===== src/rtl/mac_psum_sched.sv =====
// Sequencer for one MAC PE and its act/weight/psum register files: k-outer/p-inner issue loop with
// psum RAW bubbles. Optional perf counters are enabled by defining MAC_SCHED_PERF_EN.
module mac_psum_sched #(
    parameter int IN_ADDR_BITWIDTH   = 4,
    parameter int W_ADDR_BITWIDTH    = 6,
    parameter int PSUM_ADDR_BITWIDTH = 2
) (
    input  logic                          clk,
    input  logic                          rst_n,
    input  logic                          start,
    input  logic [PSUM_ADDR_BITWIDTH-1:0] cfg_psum_last,
    input  logic [IN_ADDR_BITWIDTH-1:0]   cfg_acc_last,
    input  logic                          stall,
    output logic                          busy,
    output logic                          done,
    output logic                          mac_en,
    output logic [IN_ADDR_BITWIDTH-1:0]   a_addr,
    output logic [W_ADDR_BITWIDTH-1:0]    w_addr,
    output logic [PSUM_ADDR_BITWIDTH-1:0] psum_addr,
    output logic                          sum_zero
`ifdef MAC_SCHED_PERF_EN
    ,
    output logic [15:0]                   perf_cycles,
    output logic [15:0]                   perf_stalls
`endif
);

    typedef enum logic [2:0] {
        S_IDLE   = 3'd0,
        S_RUN    = 3'd1,
        S_BUBBLE = 3'd2,
        S_DRAIN  = 3'd3,
        S_DONE   = 3'd4
    } state_t;

    state_t                          state_q, state_d;
    logic [IN_ADDR_BITWIDTH-1:0]     k_q, k_d, acl_q, acl_d;
    logic [PSUM_ADDR_BITWIDTH-1:0]   p_q, p_d, psl_q, psl_d;
    logic [W_ADDR_BITWIDTH-1:0]      w_q, w_d;
    logic                            last_q, last_d;

    logic                            busy_q, busy_d, done_q, done_d, mac_en_q, mac_en_d;
    logic                            sum_zero_q, sum_zero_d;
    logic [IN_ADDR_BITWIDTH-1:0]     a_addr_q, a_addr_d;
    logic [W_ADDR_BITWIDTH-1:0]      w_addr_q, w_addr_d;
    logic [PSUM_ADDR_BITWIDTH-1:0]   psum_addr_q, psum_addr_d;

    logic                            is_last;

    always_comb begin
        state_d     = state_q;
        k_d         = k_q;
        p_d         = p_q;
        w_d         = w_q;
        acl_d       = acl_q;
        psl_d       = psl_q;
        last_d      = last_q;
        busy_d      = busy_q;
        done_d      = 1'b0;
        mac_en_d    = 1'b0;
        sum_zero_d  = 1'b0;
        a_addr_d    = '0;
        w_addr_d    = '0;
        psum_addr_d = '0;
        is_last     = (k_q == acl_q) && (p_q == psl_q);

        case (state_q)
            S_IDLE: begin
                if (start) begin
                    acl_d   = cfg_acc_last;
                    psl_d   = cfg_psum_last;
                    k_d     = '0;
                    p_d     = '0;
                    w_d     = '0;
                    last_d  = 1'b0;
                    busy_d  = 1'b1;
                    state_d = S_RUN;
                end
            end
            S_RUN: begin
                // Addresses always present the pending op, so a stall shows it held with mac_en low.
                a_addr_d    = k_q;
                psum_addr_d = p_q;
                w_addr_d    = w_q;
                sum_zero_d  = (k_q == '0);
                if (!stall) begin
                    mac_en_d = 1'b1;
                    w_d      = w_q + 1'b1;
                    if (p_q == psl_q) begin
                        p_d = '0;
                        if (!is_last)
                            k_d = k_q + 1'b1;
                    end else begin
                        p_d = p_q + 1'b1;
                    end
                    if (psl_q == '0) begin
                        last_d  = is_last;
                        state_d = S_BUBBLE;
                    end else if (is_last) begin
                        state_d = S_DRAIN;
                    end
                end
            end
            S_BUBBLE: begin
                a_addr_d    = k_q;
                psum_addr_d = p_q;
                w_addr_d    = w_q;
                sum_zero_d  = (k_q == '0);
                if (!stall)
                    state_d = last_q ? S_DRAIN : S_RUN;
            end
            S_DRAIN: state_d = S_DONE;
            S_DONE: begin
                done_d  = 1'b1;
                busy_d  = 1'b0;
                state_d = S_IDLE;
            end
            default: state_d = S_IDLE;
        endcase
    end

    always_ff @(posedge clk or negedge rst_n) begin
        if (!rst_n) begin
            state_q     <= S_IDLE;
            k_q         <= '0;
            p_q         <= '0;
            w_q         <= '0;
            acl_q       <= '0;
            psl_q       <= '0;
            last_q      <= 1'b0;
            busy_q      <= 1'b0;
            done_q      <= 1'b0;
            mac_en_q    <= 1'b0;
            sum_zero_q  <= 1'b0;
            a_addr_q    <= '0;
            w_addr_q    <= '0;
            psum_addr_q <= '0;
        end else begin
            state_q     <= state_d;
            k_q         <= k_d;
            p_q         <= p_d;
            w_q         <= w_d;
            acl_q       <= acl_d;
            psl_q       <= psl_d;
            last_q      <= last_d;
            busy_q      <= busy_d;
            done_q      <= done_d;
            mac_en_q    <= mac_en_d;
            sum_zero_q  <= sum_zero_d;
            a_addr_q    <= a_addr_d;
            w_addr_q    <= w_addr_d;
            psum_addr_q <= psum_addr_d;
        end
    end

    assign busy      = busy_q;
    assign done      = done_q;
    assign mac_en    = mac_en_q;
    assign a_addr    = a_addr_q;
    assign w_addr    = w_addr_q;
    assign psum_addr = psum_addr_q;
    assign sum_zero  = sum_zero_q;

`ifdef MAC_SCHED_PERF_EN
    logic [15:0] perf_cycles_q, perf_cycles_d, perf_stalls_q, perf_stalls_d;

    always_comb begin
        perf_cycles_d = perf_cycles_q;
        perf_stalls_d = perf_stalls_q;
        if (state_q == S_IDLE && start) begin
            perf_cycles_d = '0;
            perf_stalls_d = '0;
        end else begin
            if (busy_q && perf_cycles_q != 16'hFFFF)
                perf_cycles_d = perf_cycles_q + 16'd1;
            if ((state_q == S_RUN || state_q == S_BUBBLE) && stall && perf_stalls_q != 16'hFFFF)
                perf_stalls_d = perf_stalls_q + 16'd1;
        end
    end

    always_ff @(posedge clk or negedge rst_n) begin
        if (!rst_n) begin
            perf_cycles_q <= '0;
            perf_stalls_q <= '0;
        end else begin
            perf_cycles_q <= perf_cycles_d;
            perf_stalls_q <= perf_stalls_d;
        end
    end

    assign perf_cycles = perf_cycles_q;
    assign perf_stalls = perf_stalls_q;
`endif

endmodule

===== config.mk =====
export PLATFORM = sky130hd
export DESIGN_NAME = mac_psum_sched
export DESIGN_NICKNAME = d
export VERILOG_FILES = /design/src/rtl/mac_psum_sched.sv
export SDC_FILE = /design/constraint.sdc
export NUM_CORES = 1
export LEC_CHECK = 0
export CAP_MARGIN = 15
export CORE_MARGIN = 2
export CORE_UTILIZATION = 52
export CTS_CLUSTER_SIZE = 14
export DETAILED_ROUTE_END_ITERATION = 10
export HOLD_SLACK_MARGIN = 0.1
export PLACE_DENSITY = 0.81
export SYNTH_ARGS = -nofsm -noshare
export SYNTH_HDL_FRONTEND = slang
export SYNTH_SLANG_ARGS = --single-unit

===== constraint.sdc =====
create_clock -name clk -period 2.35 [get_ports clk]
set_input_delay 0.47 -clock clk [delete_from_list [all_inputs] [get_ports clk]]
set_output_delay 0.47 -clock clk [all_outputs]
set_load 0.1 [all_outputs]

==> reports/summary.txt <==
Worst skew pair latency = 0.33 ns
Most frequent cell after synthesis = dfrtp_1
Gr ovfl total = 0
Slew Limit Fails = 0
FMAX = 0.534 GHz
Largest net degree at the start of global routing = 39
Crit path max-delay family = simple AND/OR/NAND/NOR gates
Tmin final = 1.87 ns
1st-pass router iterations = 4
Seq/Total Area, Yosys = 0.563
Initial detailed-routing violation count = 25
Antenna diodes = 0
Worst endpoint required time = 2.56 ns
RSZ-0062 raised after global routing = false
# resized after CTS = 0
Mapped Nets = 158
Met3 WL post-DR = 159 um
Die Y = 61.0 um
Worst Path Buf+Inv = 0
HPWL Detailed = 2130 um
Core region area = 0.00308 mm^2
Area growth syn-to-layout = 19.6%
Crit end category = flop
Dpl cell area = 0.00196 mm^2
Nets = 190
Met2 wire len = 1440 um
Status = finished clean
Die Wd = 61.0 um
Crit path kind = reg2reg
Maxcap violations = 0
Slew @ Worst Pin = 0.455 ns
Routed via count = 1133
Layout cells sized above 1 = 0.242
First-pass GRT wire length = 4800 um
Synth Warn # = 0
GRT Overall Usage = 0.181
Post-synth top cells = dfrtp_1 (38), and2_1 (13), nor2_1 (12)
Initial antenna violation count = 0
CTS Sinks = 38
Synth Area per Inst = 11.6 um^2
Synth area leaders = dfrtp_1 (56%), and2_1 (4.8%), mux2_2 (4.7%), xnor2_1 (3.1%), nor2_1 (2.7%)
Distinct cells, synth = 39
I/O Buffers = 25
Worst hold path type = reg2reg
Final GP Congestion = 0.832
Clock slew at reported path FFs = 0.11 ns
Final WL = 2800 um
Num CTS Buffers = 5
Area leader, netlist = dfrtp_1
Starting Density = 0.549
Critical path launch point type = flop
Clock tree buffer depth = 2
Gate Count Post-Synth = 145
Final hold violations = 0
Io pins = 26
Yosys top cell area share = 0.563
Avg WL per Cell = 12.6 um
Std-Cell Rows = 20
Hold-fix buffers at CTS = 0
Vias per cell = 5.10
Post-Route M1 WL = 1140 um
CP max stage delay = 0.51 ns
Async SR Flop Fraction = 1.00
Final ANT Viol Nets = 0
Die area = 0.00372 mm^2
Main flop type after synthesis = dfrtp_1
Worst-path cell chain = nand2b_1 > or2_4 > nor4_4 > or2_1 > o21ai_1
CTS tree = built
Post-synth EDFFs = 0
Finished Cell Area = 0.00202 mm^2
Top routing layer used = met4
H-tree Lvls = 2
Area of the mapped netlist = 0.00169 mm^2
Layout Skew = 0.00833 ns
Yosys reg bits = 38
CP Max Fanout = 9
Critical Path AT = 2.08 ns
Worst slew margin = 0.697
Postcts setup bufs = 0
Setup TNS = 0 ns
Vias in the first global route = 1071
Final setup vio count = 0
DRC Markers = 0
Clk Tree Root Cell = clkbuf_4
Crit share post-route = 0.797
CP max-delay cell = dfrtp_1
per-layer routing:
metal,vias to the layer above,track usage
met5,-,0
met4,0,0.0714
met3,9,0.0597
met2,36,0.315
met1,533,0.205
li1,555,-
stage by stage:
step | worst slack, ns | hold slack (ns) | utilization | cells
after CTS | 0.470 | 0.513 | 0.657 | 222
after floorplan | 0.660 | 0.174 | - | 145
final | 0.477 | 0.504 | 0.657 | 222
after global routing | 0.393 | 0.522 | 0.657 | 222
after global placement | 0.294 | 0.468 | 0.637 | 214
after detailed placement | 0.210 | 0.487 | 0.637 | 214
placed cells by master, fill, tap and decap left out, types with 3 or more instances in the layout:
master and instances:
clkdlybuf4s50_1 9, buf_4 21, xor2_1 4, nand2_1 9
nand2b_1 5, nor3_1 3, nor2_1 12, o21ai_1 3
o31ai_1 3, ha_1 3, o21ai_0 4, and2_1 13
mux2_2 7, xnor2_1 6, inv_1 3, a21oi_1 3
dfrtp_1 38, clkbuf_4 5
flip-flops by register name (all words and copies together), names as in the netlist, 2 cells and up:
name	cells
psum_addr	2
state_q	3
a_addr	4
psl_q	2
acl_q	4
k_q	4
p_q	2
w_addr	6
w_q	6
kinds of logic after synthesis:
group                    count (synthesis)  synth area share
AND/OR/NAND/NOR                         58             0.201
XOR/XNOR                                10            0.0518
buffers and inverters                    8            0.0252
adder cells (fa/ha/maj)                  3            0.0222
multiplexers                             8            0.0526
AO/OA/AOI/OAI                           20            0.0844
flip-flops                              38             0.563
cell type report:
| cell class | count | area, um^2 |
|---|---|---|
| Clock buffer | 7 | 55.1 |
| Multi-Input combinational cell | 99 | 696 |
| Tap cell | 44 | 55.1 |
| Sequential cell | 38 | 951 |
| Fill cell | 257 | 1060 |
| Clock inverter | 1 | 5.00 |
| Inverter | 3 | 11.3 |
| Timing Repair Buffer | 30 | 248 |
worst paths after layout:
path | startpoint | slack [ns] | cells after the start | endpoint
max reg2reg | state_q[1] | 0.48 | 5 | k_q[2]
min in group asynchronous | rst_n | 0.54 | 2 | w_q[4]
min reg2reg | busy | 0.50 | 1 | busy
min | busy | 0.50 | 1 | busy
max in group asynchronous | rst_n | 1.48 | 2 | psl_q[0]
max | state_q[1] | 0.48 | 5 | k_q[2]
Power is not shown: default switching activity piles up to over one toggle a cycle in this logic, so the estimate is an artifact.
